[src/rtl/i2c_mm_pkg.sv]
// Shared types and constants for the multi-master I2C bus monitor.
// Holds the monitor state enum, default parameter values and a counter width helper.
package i2c_mm_pkg;

    typedef enum logic [1:0] {
        StBuf   = 2'd0,
        StFree  = 2'd1,
        StBusy  = 2'd2,
        StOwned = 2'd3
    } mm_state_e;

    localparam int unsigned DefFilterLen    = 3;
    localparam int unsigned DefBufCycles    = 50;
    localparam int unsigned DefTimeoutCycles = 100000;

    // One spare bit so a counter can hold its limit value without wrapping.
    function automatic int unsigned cnt_width(input int unsigned limit);
        return $clog2(limit) + 1;
    endfunction

endpackage

[src/rtl/i2c_glitch_filter.sv]
// Two-flop synchroniser plus N-equal-sample glitch filter for one open-drain line.
// valid_o rises once the pipeline has been refilled with real samples after reset.
module i2c_glitch_filter
    import i2c_mm_pkg::*;
#(
    parameter int unsigned FILTER_LEN = DefFilterLen
) (
    input  logic clk,
    input  logic rst,
    input  logic line_i,
    output logic filt_o,
    output logic valid_o
);

    localparam int unsigned CntW      = cnt_width(FILTER_LEN);
    localparam int unsigned SettleLen = FILTER_LEN + 2;
    localparam int unsigned SettleW   = cnt_width(SettleLen);

    logic                sync1_q, sync2_q;
    logic                filt_q, filt_d;
    logic [CntW-1:0]     cnt_q, cnt_d;
    logic [SettleW-1:0]  settle_q, settle_d;

    always_comb begin
        filt_d = filt_q;
        cnt_d  = '0;
        // cnt_q counts consecutive samples that disagree with the filtered value.
        if (sync2_q != filt_q) begin
            if (cnt_q == CntW'(FILTER_LEN - 1)) begin
                filt_d = sync2_q;
            end else begin
                cnt_d = cnt_q + CntW'(1);
            end
        end
        settle_d = settle_q;
        if (settle_q != SettleW'(SettleLen)) begin
            settle_d = settle_q + SettleW'(1);
        end
    end

    always_ff @(posedge clk or posedge rst) begin
        if (rst) begin
            sync1_q  <= 1'b1;
            sync2_q  <= 1'b1;
            filt_q   <= 1'b1;
            cnt_q    <= '0;
            settle_q <= '0;
        end else begin
            sync1_q  <= line_i;
            sync2_q  <= sync1_q;
            filt_q   <= filt_d;
            cnt_q    <= cnt_d;
            settle_q <= settle_d;
        end
    end

    assign filt_o  = filt_q;
    assign valid_o = (settle_q == SettleW'(SettleLen));

endmodule

[src/rtl/i2c_mm_monitor.sv]
// Multi-master I2C bus monitor and access gate: filters SCL/SDA, tracks bus ownership,
// grants the local master, and flags START/STOP, arbitration loss and SCL-stuck timeouts.
module i2c_mm_monitor
    import i2c_mm_pkg::*;
#(
    parameter int unsigned FILTER_LEN     = DefFilterLen,
    parameter int unsigned BUF_CYCLES     = DefBufCycles,
    parameter int unsigned TIMEOUT_CYCLES = DefTimeoutCycles
) (
    input  logic clk,
    input  logic rst,
    input  logic enable,
    input  logic SCL,
    input  logic SDA,
    input  logic SDA_drv,
    input  logic req,
    output logic gnt,
    output logic I2C_Busy,
    output logic I2C_Free,
    output logic start_det,
    output logic stop_det,
    output logic arb_lost,
    output logic bus_timeout
);

    localparam int unsigned BufW = cnt_width(BUF_CYCLES);
    localparam int unsigned ToW  = cnt_width(TIMEOUT_CYCLES);

    logic scl_f, sda_f, scl_v, sda_v;
    logic scl_p_q, sda_p_q;

    mm_state_e       state_q, state_d;
    logic [BufW-1:0] buf_cnt_q, buf_cnt_d;
    logic [ToW-1:0]  to_cnt_q, to_cnt_d, to_inc;
    logic            own_q, own_d;
    logic            gnt_q, gnt_d;
    logic            busy_q, busy_d;
    logic            start_q, start_d;
    logic            stop_q, stop_d;
    logic            arb_q, arb_d;
    logic            to_q, to_d;
    logic            start_c, stop_c, rise_c, lines_idle, to_hit;

    i2c_glitch_filter #(
        .FILTER_LEN(FILTER_LEN)
    ) u_scl_filt (
        .clk    (clk),
        .rst    (rst),
        .line_i (SCL),
        .filt_o (scl_f),
        .valid_o(scl_v)
    );

    i2c_glitch_filter #(
        .FILTER_LEN(FILTER_LEN)
    ) u_sda_filt (
        .clk    (clk),
        .rst    (rst),
        .line_i (SDA),
        .filt_o (sda_f),
        .valid_o(sda_v)
    );

    always_comb begin
        start_c    = scl_f & sda_p_q & ~sda_f;
        stop_c     = scl_f & ~sda_p_q & sda_f;
        rise_c     = scl_f & ~scl_p_q;
        // Idle time only counts once both filters hold genuine post-reset samples.
        lines_idle = scl_f & sda_f & scl_v & sda_v;

        state_d = state_q;
        arb_d   = 1'b0;
        to_d    = 1'b0;

        to_inc = '0;
        if ((state_q == StBusy || state_q == StOwned) && !scl_f) begin
            to_inc = (to_cnt_q == ToW'(TIMEOUT_CYCLES)) ? to_cnt_q : to_cnt_q + ToW'(1);
        end
        to_hit = (to_inc == ToW'(TIMEOUT_CYCLES));

        buf_cnt_d = '0;
        if (state_q == StBuf && lines_idle) begin
            buf_cnt_d = (buf_cnt_q == BufW'(BUF_CYCLES)) ? buf_cnt_q : buf_cnt_q + BufW'(1);
        end

        if (to_hit) begin
            to_d    = 1'b1;
            state_d = StBuf;
        end else begin
            unique case (state_q)
                StBuf: begin
                    if (start_c) begin
                        state_d = StBusy;
                    end else if (buf_cnt_d == BufW'(BUF_CYCLES)) begin
                        state_d = StFree;
                    end
                end
                StFree: begin
                    // A foreign START beats a same-cycle local request.
                    if (start_c) begin
                        state_d = StBusy;
                    end else if (req) begin
                        state_d = StOwned;
                    end
                end
                StBusy: begin
                    if (stop_c) begin
                        state_d = StBuf;
                    end
                end
                StOwned: begin
                    if (stop_c) begin
                        state_d = StBuf;
                    end else if (rise_c && SDA_drv && !sda_f && own_q) begin
                        arb_d   = 1'b1;
                        state_d = StBusy;
                    end else if (!req) begin
                        state_d = own_q ? StBusy : StFree;
                    end
                end
                default: state_d = StBuf;
            endcase
        end

        to_cnt_d = (state_d != state_q) ? '0 : to_inc;
        own_d    = (state_d == StOwned) & (own_q | start_c);
        start_d  = start_c;
        stop_d   = stop_c;

        if (!enable) begin
            state_d   = StBuf;
            buf_cnt_d = '0;
            to_cnt_d  = '0;
            own_d     = 1'b0;
            start_d   = 1'b0;
            stop_d    = 1'b0;
            arb_d     = 1'b0;
            to_d      = 1'b0;
        end

        gnt_d  = (state_d == StOwned);
        busy_d = (state_d != StFree);
    end

    always_ff @(posedge clk or posedge rst) begin
        if (rst) begin
            scl_p_q   <= 1'b1;
            sda_p_q   <= 1'b1;
            state_q   <= StBuf;
            buf_cnt_q <= '0;
            to_cnt_q  <= '0;
            own_q     <= 1'b0;
            gnt_q     <= 1'b0;
            busy_q    <= 1'b1;
            start_q   <= 1'b0;
            stop_q    <= 1'b0;
            arb_q     <= 1'b0;
            to_q      <= 1'b0;
        end else begin
            scl_p_q   <= scl_f;
            sda_p_q   <= sda_f;
            state_q   <= state_d;
            buf_cnt_q <= buf_cnt_d;
            to_cnt_q  <= to_cnt_d;
            own_q     <= own_d;
            gnt_q     <= gnt_d;
            busy_q    <= busy_d;
            start_q   <= start_d;
            stop_q    <= stop_d;
            arb_q     <= arb_d;
            to_q      <= to_d;
        end
    end

    assign gnt         = gnt_q;
    assign I2C_Busy    = busy_q;
    assign I2C_Free    = ~busy_q;
    assign start_det   = start_q;
    assign stop_det    = stop_q;
    assign arb_lost    = arb_q;
    assign bus_timeout = to_q;

endmodule

[config.mk]
export PLATFORM = sky130hd
export DESIGN_NAME = i2c_mm_monitor
export DESIGN_NICKNAME = d
export VERILOG_FILES = /design/src/rtl/i2c_mm_pkg.sv /design/src/rtl/i2c_glitch_filter.sv /design/src/rtl/i2c_mm_monitor.sv
export SDC_FILE = /design/constraint.sdc
export NUM_CORES = 1
export LEC_CHECK = 0
export BUFFER_PORTS_ARGS = -buffer_cell sky130_fd_sc_hd__buf_2
export CORE_AREA = 2 2 73 75
export CTS_CLUSTER_DIAMETER = 60
export DETAILED_ROUTE_END_ITERATION = 6
export DIE_AREA = 0 0 75 77
export GPL_TIMING_DRIVEN = 0
export PLACE_DENSITY = 0.84
export SETUP_SLACK_MARGIN = 0.02
export SYNTH_ARGS = -nofsm -noshare
export SYNTH_HDL_FRONTEND = slang
export SYNTH_SLANG_ARGS = --single-unit
[constraint.sdc]
create_clock -name clk -period 5.45 [get_ports clk]
set_input_delay 0.545 -clock clk [delete_from_list [all_inputs] [get_ports clk]]
set_output_delay 0.545 -clock clk [all_outputs]
set_load 0.005 [all_outputs]
# Yosys cells after proc, flatten, opt, wreduce, memory -nomap -nowiden
# Cells that the tools add are included.
# totals
register_bits	56
wordCells	105
input_bits	7
# op_classes
bitwise_logic	14
n_mux	33
add_sub_neg	6
n_eq_ne	19
n_reduce_logical	11
# ops
cell	count
2-to-1 mux 18 bit	4
== test 18 x 17 -> 1 bit (second input constant)	2
2-to-1 mux 2 bit	11
2-to-1 mux 7 bit	3
adder 18 x 1 -> 18 bit (second input constant)	1
== test 7 x 6 -> 1 bit (second input constant)	2
2-to-1 mux 3 bit	4
2-to-1 mux 1 bit	10
bitwise AND 1 bit	9
adder 4 x 1 -> 4 bit (second input constant)	2
== test 2 bit (second input constant)	4
== test 4 x 3 -> 1 bit (second input constant)	2
inequality test 4 x 3 -> 1 bit (second input constant)	2
one-hot mux 2 bit (4 select lines)	1
adder 7 x 1 -> 7 bit (second input constant)	1
adder 3 x 1 -> 3 bit (second input constant)	2
== test 3 x 2 -> 1 bit (second input constant)	2
logical AND 1 bit	5
NOT 1 bit	4
AND reduction 2 bit	2
== test 2 x 1 -> 1 bit (second input constant)	1
zero test 1 bit	2
zero test 2 bit	1
inequality test 1 bit	2
other kinds (4)	4

# Longest topological paths before layout
# Gate-level depths: netlist (run 1).
# logic_depth
depth_word	13
depth_mapped	10

# By module
# From an unflattened synthesis (run 1), not the netlist that was laid out.
# hier_totals
cells_unflattened	313
hier_area_um2	3143.0
# modules_own_cells
mod	instances	area_per_inst_um2	seq_area_each_um2	cells_each
i2c_mm_monitor	1	2239.6	904.6	241
i2c_glitch_filter	2	451.7	254.0	36

# Worst setup path after synthesis (run 1)
# Ideal clock, no wire load.
# synth_path
kind	register -> register
startpoint	register to_cnt_q[1]
endpoint	register to_cnt_q[15]
path_slack_ns	2.965
period_less_slack_ns	2.485
n_path_buf	2
path_stages_with_launch	11
setup_time_ns	0.133
arrival_ns	2.352
t_required_ns	5.317
path_cell_list	dfrtp_1 -> ha_1 -> buf_2 -> nand3_1 -> or4_4 -> mux2i_1 -> a221oi_1 -> or3_1 -> nor3_2 -> buf_4 -> nor3_1
# synth_via
elab_chain_cells	8
# synth_lines
element	line_no	source
from (decl)	i2c_mm_monitor.sv:34	logic [ToW-1:0] to_cnt_q, to_cnt_d, to_inc;
from (signal assigned)	i2c_mm_monitor.sv:164	to_cnt_q <= to_cnt_d;
adder 18 x 1 -> 18 bit or == test 18 x 17 -> 1 bit (tied branches)	i2c_mm_monitor.sv:77	to_inc = (to_cnt_q == ToW'(TIMEOUT_CYCLES)) ? to_cnt_q : to_cnt_q + ToW'(1);
2-to-1 mux 18 bit *	i2c_mm_monitor.sv:77	
2-to-1 mux 18 bit *	i2c_mm_monitor.sv:76	if ((state_q == StBusy || state_q == StOwned) && !scl_f) begin
== test 18 x 17 -> 1 bit	i2c_mm_monitor.sv:79	to_hit = (to_inc == ToW'(TIMEOUT_CYCLES));
2-to-1 mux 2 bit	i2c_mm_monitor.sv:86	if (to_hit) begin
inequality test 2 bit	i2c_mm_monitor.sv:125	to_cnt_d = (state_d != state_q) ? '0 : to_inc;
2-to-1 mux 18 bit *	i2c_mm_monitor.sv:125	
2-to-1 mux 18 bit *	i2c_mm_monitor.sv:130	if (!enable) begin
named net to_cnt_d[15]	i2c_mm_monitor.sv:34	
# The timed path passes the listed nets; every way through them passes the cells marked *.
# A chain may end at the register's enable or synchronous reset.

# Final worst setup path (run 1)
# layout_path
startpoint	register to_cnt_q[1]
endpoint	register gnt_q, in the netlist gnt
# layout_via
elab_chain_cells	7
# layout_lines
element	line_no	source
adder 18 x 1 -> 18 bit or == test 18 x 17 -> 1 bit (tied branches)	i2c_mm_monitor.sv:77	
2-to-1 mux 18 bit *	i2c_mm_monitor.sv:77	
2-to-1 mux 18 bit *	i2c_mm_monitor.sv:76	
== test 18 x 17 -> 1 bit *	i2c_mm_monitor.sv:79	
2-to-1 mux 2 bit *	i2c_mm_monitor.sv:86	
2-to-1 mux 2 bit *	i2c_mm_monitor.sv:130	
== test 2 bit *	i2c_mm_monitor.sv:141	gnt_d = (state_d == StOwned);
named net gnt_d	i2c_mm_monitor.sv:36	logic gnt_q, gnt_d;
to (signal assigned)	i2c_mm_monitor.sv:166	gnt_q <= gnt_d;
to (decl)	i2c_mm_monitor.sv:36	
# Marks and branches as above.

==> impl_metrics.csv, run 1 <==
group,metric,value,unit
power_and_ir_drop,total_chip_power,916.6,µW
clock_network,post_cts_resized,0,
finish,synthToLayoutAreaGrowth,9.110,%
synth,post_synth_most_frequent_cells,"47 x dfrtp_1, 35 x nor2_1, 26 x nand2_1",
die,ioPinCount,14,
route,routed_wirelength,5002,µm
setup_path,cp_cell_sequence,"ha_1 > buf_2 > nand3_1 > or4_4 > mux2i_1 > a221oi_1 > or3_1 > nor3_2 > buf_4 > nor3b_1",
clock_network,clk_pin_slew_worst_paths,100,ps
global_route,grt.overflow.total,0,
global_route,combined_global_route_utilization_of_all_metal_layers,0.1953,
sta,timing.max_slew.rel_slack,0.6678,
synth,yosys_warnings,0,
die,die_h,77,µm
setup_path,type_of_element_launching_the_critical_path,"flop",
route,drt.antenna.violating_nets,0,
setup_path,r2r-start,"to_cnt_q[1]",
outcome,outcome,"completed",
global_route,grt_antenna_before_repair,0,
global_route,largest_net_degree_at_the_start_of_global_routing,43,
sta,report.final.setup_viol,0,
sta,fin_skew,13.78,ps
clock_network,tritoncts,"done",
synth,syn_nets,317,
synth,synth-edff-count,0,
place,placedInstanceArea,3098,µm²
place,post-place-ws,2656,ps
synth,post_synth_inst_count,302,
route,avgViaCountPerCell,5.447,
sta,rsz0062_at_grt,"no",
sta,whs,170.7,ps
sta,period_share,0.5201,
route,wire_per_inst,12.70,µm
global_route,grt_pass1_wl,8832,µm
clock_network,max-clock-path-buffers,2,
setup_path,cp_data_arrival_time,3030,ps
clock_network,cts.root.buffer_cell,"clkbuf_8",
min_path,hold_path.class,"in -> async",
finish,final_design_area_no_fill,3192,µm²
place,dp.cells,386,
finish,drive_above_1_share,0.1481,
route,initialDrtViolationCount,199,
finish,fin_nets,338,
sta,hold_violations,0,
route,drc,0,
sta,worstMarginPinSlew,495.6,ps
setup_path,cp.required,5640,ps
clock_network,tritoncts_buffers,5,
setup_path,worstSetupStartpoint,"to_cnt_q[1]",
power_and_ir_drop,total_leakage_power,1.335,nW
sta,highest_attainable_clock_frequency,0.3528,GHz
sta,timing.setup.tns,0,ps
finish,antenna_cells_inserted,0,
synth,yosysTopAreaCell,"dfrtp_1",
sta,setup_ws,2615,ps
synth,synthTopCellsByArea,"dfrtp_1 40%, dfstp_2 8.1%, nor2_1 4.5%, xnor2_1 4.5%, xor2_1 4.5%",
synth,post-synth-top-count-cell,"dfrtp_1",
setup_path,worstSetupEndpointType,"flop",
setup_path,setup.worst_path.class,"reg -> reg",
sta,timing.final.crit_period,2835,ps
setup_path,critical_path_slowest_stage_cell,"or4_4",
synth,synth_top_area_share,0.4021,
route,detailroute.via_count,2146,
setup_path,critical_path.max_stage_delay,480,ps
synth,synth.lib_cells_used.distinct,48,
finish,final_cells,394,
setup_path,worst-path-buf-inv,2,
die,core-area,4977,µm²
place,routabilityCongestion,0.9262,
power_and_ir_drop,power.ir.vdd_worst,0.2179,mV
place,portBuffers,13,
clock_network,cts_hold_fix_bufs,0,
clock_network,clock_latency_at_the_later_pin_of_the_worst_skew_pair,310,ps
finish,num-fill-cells,412,
clock_network,cts_setup_buffers,0,
synth,postSynth.asyncResetShare,1.000,
synth,dominantRegCellSynth,"dfrtp_1",
die,die_width,75,µm
die,dieArea,5775,µm²
setup_path,cp_top_family,"simple AND/OR/NAND/NOR gates",
route,detail_route.first_pass.iterations,4,
sta,timing.final.max_slew_violations,0,
power_and_ir_drop,power.density_cell_area,287.2,nW/µm²
setup_path,critical_path_peak_fanout,10,
die,rows,26,
synth,mappedNetlistArea,2925,µm²
clock_network,cts_sinks,56,
place,place_hpwl,3694,µm
flow_run,timing.max_cap.violations,0,
synth,postSynthAreaPerCell,9.686,µm²
global_route,grt_pass1_vias,2012,
clock_network,cts-htree-levels,2,
synth,ys_ff_latch,56,
synth,synth-seq-area-share,0.4829,
die,floorplan.initialDensity,0.5877,
finish,final_core_util,0.6413,
worst reg2reg max path: stages (launching register included):
cell	delay, ps
dfrtp_1	450
ha_1	170
buf_2	180
nand3_1	220
or4_4	480
mux2i_1	170
a221oi_1	110
or3_1	410
nor3_2	230
buf_4	200
nor3b_1	80
kinds of logic (layout without fill, tap and decap cells):
kind of cell / after synthesis / in the layout / synth area share
simple gates: 147 / 147 / 0.2630
buf+inv: 25 / 47 / 0.03592
compound gates: 27 / 27 / 0.06160
fa+ha+maj: 8 / 8 / 0.03422
xor+xnor: 30 / 30 / 0.08982
flops: 56 / 56 / 0.4829
mux: 9 / 9 / 0.03251
sequential cells by signal (all words and copies together) (netlist names):
name,count
I2C_Busy,1
arb_lost,1
buf_cnt_q,7
bus_timeout,1
gnt,1
own_q,1
scl_p_q,1
sda_p_q,1
start_det,1
state_q,2
stop_det,1
to_cnt_q,18
u_scl_filt.cnt_q,3
u_scl_filt.filt_o,1
u_scl_filt.settle_q,4
u_scl_filt.sync1_q,1
u_scl_filt.sync2_q,1
u_sda_filt.cnt_q,3
u_sda_filt.filt_o,1
u_sda_filt.settle_q,4
u_sda_filt.sync1_q,1
u_sda_filt.sync2_q,1
worst paths after layout:
kind,endpoint,slack (ps),cells past startpoint
min in group clk,u_sda_filt.sync1_q,330,1
min,to_cnt_q[5],170,2
max,gnt,2620,10
max reg2reg,gnt,2620,10
min reg2reg,scl_p_q,350,0
max in group asynchronous,sda_p_q,4690,3
metal layers:
metal,GRT usage,vias to the layer above,wire length [µm]
met4,0.06607,0,102
li1,-,1078,-
met2,0.3035,45,2331
met5,0,-,0
met1,0.2694,1012,2388
met3,0.04205,11,180
placed cells by master, fill, tap and decap left out, types with 2 or more instances in the layout:
| cell | synthesis | routed |
|---|---|---|
| nor4b_1 | 3 | 3 |
| nor2_1 | 35 | 35 |
| o21ai_0 | 7 | 7 |
| dfstp_2 | 9 | 9 |
| ha_1 | 8 | 8 |
| buf_2 | 3 | 16 |
| xnor2_1 | 15 | 15 |
| and2_1 | 4 | 4 |
| mux2_2 | 4 | 4 |
| xor2_1 | 15 | 15 |
| clkbuf_8 | 0 | 6 |
| a21oi_1 | 5 | 5 |
| nor3_1 | 17 | 17 |
| nor2b_1 | 5 | 5 |
| nand3_1 | 19 | 19 |
| mux2i_1 | 5 | 5 |
| clkbuf_1 | 6 | 7 |
| dfrtp_1 | 47 | 47 |
| nand2b_1 | 5 | 5 |
| o2111ai_1 | 2 | 2 |
| nor4_1 | 4 | 4 |
| nor3b_1 | 4 | 4 |
| nor3_2 | 2 | 2 |
| a41oi_1 | 2 | 2 |
| inv_1 | 12 | 11 |
| and3_1 | 3 | 3 |
| nand3b_1 | 3 | 3 |
| nand2_1 | 26 | 26 |
| clkbuf_2 | 3 | 3 |
| a21o_1 | 2 | 2 |
| nand4_1 | 6 | 6 |
| or3_1 | 4 | 4 |
where the power goes:
part | leakage (nW) | internal, mW | switching (mW)
Combinational | 0.565 | 0.0778 | 0.100
Sequential | 0.725 | 0.469 | 0.0361
Clock | 0.0445 | 0.104 | 0.130
Total | 1.34 | 0.650 | 0.267
layout make-up:
cell class	count	area, µm²	share of cell area
buffer	13	60.06	0.01882
clock buffer	7	86.33	0.02705
clock inverter	1	7.507	0.002352
inverter	12	45.04	0.01411
multi-input combinational	221	1408	0.4410
sequential	56	1413	0.4426
tap	70	87.58	0.02744
timing repair buffer	14	85.08	0.02666
(Power assumes the default switching activity.)
==> inputs of run 2 (changes only) <==
clock period = 2.8 ns   (was 5.45 ns; I/O delays follow)
==> impl_metrics.csv, run 2 (same netlist as run 1, synthesis figures left out) <==
group,metric,value,unit
sta,timing.setup.tns,0,ps
power_and_ir_drop,part_of_the_power_in_the_clock_network,0.254,
global_route,grt_antenna_before_repair,0,
setup_path,worstSetupEndpointType,"flop",
sta,timing.final.crit_period,2631,ps
setup_path,cp_data_arrival_time,2820,ps
route,detailroute.via_count,2154,
die,dieArea,5775,µm²
setup_path,critical_path_peak_fanout,10,
setup_path,worst-path-buf-inv,2,
finish,top_register,"to_cnt_q",
finish,num-fill-cells,400,
setup_path,critical_path.max_stage_delay,460,ps
flow_run,timing.max_cap.violations,0,
global_route,combined_global_route_utilization_of_all_metal_layers,0.1991,
place,dp.cells,386,
place,routabilityCongestion,0.9262,
clock_network,max-clock-path-buffers,2,
global_route,use_met2,0.3105,
route,initialDrtViolationCount,189,
place,placedInstanceArea,3098,µm²
route,wire_per_inst,12.99,µm
sta,highest_attainable_clock_frequency,0.3801,GHz
power_and_ir_drop,part_of_the_power_in_registers,0.551,
global_route,grt_use_met1,0.2746,
setup_path,worstRegToRegCells,10,
global_route,global_route.peak_usage_layer,"met2",
setup_path,cp.required,2990,ps
finish,most_common_cell_after_layout_fill_and_taps_aside,"dfrtp_1",
power_and_ir_drop,switchingPower,517.6,µW
die,floorplan.initialDensity,0.5877,
clock_network,tritoncts,"done",
power_and_ir_drop,pwr-share-comb,0.196,
finish,fin_nets,340,
clock_network,cts-htree-levels,2,
setup_path,cp_cell_sequence,"ha_1 > buf_2 > nand3_2 > or4_4 > mux2i_1 > a221oi_1 > or3_1 > nor3_2 > buf_6 > nor3b_1",
power_and_ir_drop,power.density_cell_area,551.6,nW/µm²
clock_network,clock_latency_at_the_later_pin_of_the_worst_skew_pair,310,ps
finish,final_design_area_no_fill,3237,µm²
power_and_ir_drop,switching_share_of_power,0.2899,
finish,final_cells,396,
die,rows,26,
route,routed_wirelength,5144,µm
setup_path,critical_path_slowest_stage_cell,"or4_4",
min_path,hold_depth,1,
sta,fin_skew,9.542,ps
power_and_ir_drop,power.ir.vdd_worst,0.4257,mV
route,drt.antenna.violating_nets,0,
sta,worstMarginPinSlew,502.7,ps
setup_path,setup.worst_path.class,"reg -> reg",
finish,drive_above_1_share,0.1626,
finish,layout.cells.most_common_list,"46 x dfrtp_1, 35 x nor2_1, 26 x nand2_1",
route,drc,0,
die,core-area,4977,µm²
finish,final_core_util,0.6503,
finish,antenna_cells_inserted,0,
die,ioPinCount,14,
min_path,hold_path.class,"in -> reg",
clock_network,cts_sinks,56,
finish,largest_register_ffs,18,
sta,timing.final.max_slew_violations,0,
route,avgViaCountPerCell,5.439,
route,detail_route.first_pass.iterations,4,
global_route,globalRouteMet3Util,0.04205,
global_route,grt.overflow.total,0,
finish,synthToLayoutAreaGrowth,10.65,%
sta,hold_violations,0,
die,die_h,77,µm
finish,largestRegisters,"to_cnt_q (18), buf_cnt_q (7)",
sta,timing.max_slew.rel_slack,0.6649,
clock_network,tritoncts_buffers,5,
sta,report.final.setup_viol,0,
setup_path,type_of_element_launching_the_critical_path,"flop",
clock_network,cts.root.buffer_cell,"clkbuf_8",
sta,whs,71.47,ps
setup_path,timing.critical_path.depth,10,
outcome,outcome,"completed",
place,portBuffers,13,
sta,rsz0062_at_grt,"no",
global_route,largest_net_degree_at_the_start_of_global_routing,43,
sta,period_share,0.9395,
power_and_ir_drop,total_leakage_power,1.365,nW
global_route,grt_pass1_wl,8983,µm
power_and_ir_drop,internal-power,1.268,mW
die,die_width,75,µm
clock_network,clk_pin_slew_worst_paths,100,ps
global_route,grt_pass1_vias,2043,
place,place_hpwl,3694,µm
setup_path,cp_top_family,"simple AND/OR/NAND/NOR gates",
[run 2: cell type report]
class / count / area [µm²] / area share
Buffer: 13 / 63.81 / 0.01971
Clock inverter: 1 / 7.507 / 0.002319
Sequential cell: 56 / 1414 / 0.4368
Timing Repair Buffer: 16 / 102.6 / 0.03170
Inverter: 12 / 45.04 / 0.01392
Multi-Input combinational cell: 221 / 1430 / 0.4418
Clock buffer: 7 / 86.33 / 0.02667
Tap cell: 70 / 87.58 / 0.02706
[run 2: metal layers]
metal | share of wire | wire (µm) | up-vias
li1 | - | - | 1082
met5 | 0 | 0 | -
met2 | 0.48 | 2470 | 47
met3 | 0.038 | 193 | 6
met4 | 0.013 | 65 | 0
met1 | 0.47 | 2415 | 1019
[run 2: worst paths after layout]
check                                   from  slack (ps)            endpoint
max                              to_cnt_q[0]         170                 gnt
min                                      SDA          70  u_sda_filt.sync1_q
max reg2reg                      to_cnt_q[0]         170                 gnt
min reg2reg                u_scl_filt.filt_o         360             scl_p_q
max in group asynchronous                rst        1740             sda_p_q
min in group asynchronous                rst         480         to_cnt_q[5]
[run 2: through the flow]
stage | worst slack, ps | power, mW
5_1_grt | 12.26 | 1.896
6_report | 169.4 | 1.786
4_1_cts | 71.96 | 1.797
3_5_place_dp | 5.853 | 1.345
2_1_floorplan | 314.9 | 1.257
3_3_place_gp | 31.24 | 1.327
[run 2: repair_timing]
item,4_1_cts,5_1_grt
endpoints found under the hold margin,13,0
setup buffers,1,0
pin swaps,0,1
resized for setup,1,5
hold buffers,1,0
endpoints found under the setup margin,10,11
[run 2: power by group through the flow]
stage	clock (mW)	combinational (mW)	sequential [mW]
5_1_grt	0.498	0.402	0.996
2_1_floorplan	0	0.273	0.984
3_3_place_gp	0	0.334	0.994
3_5_place_dp	0	0.346	0.998
4_1_cts	0.464	0.349	0.983
6_report	0.453	0.349	0.983
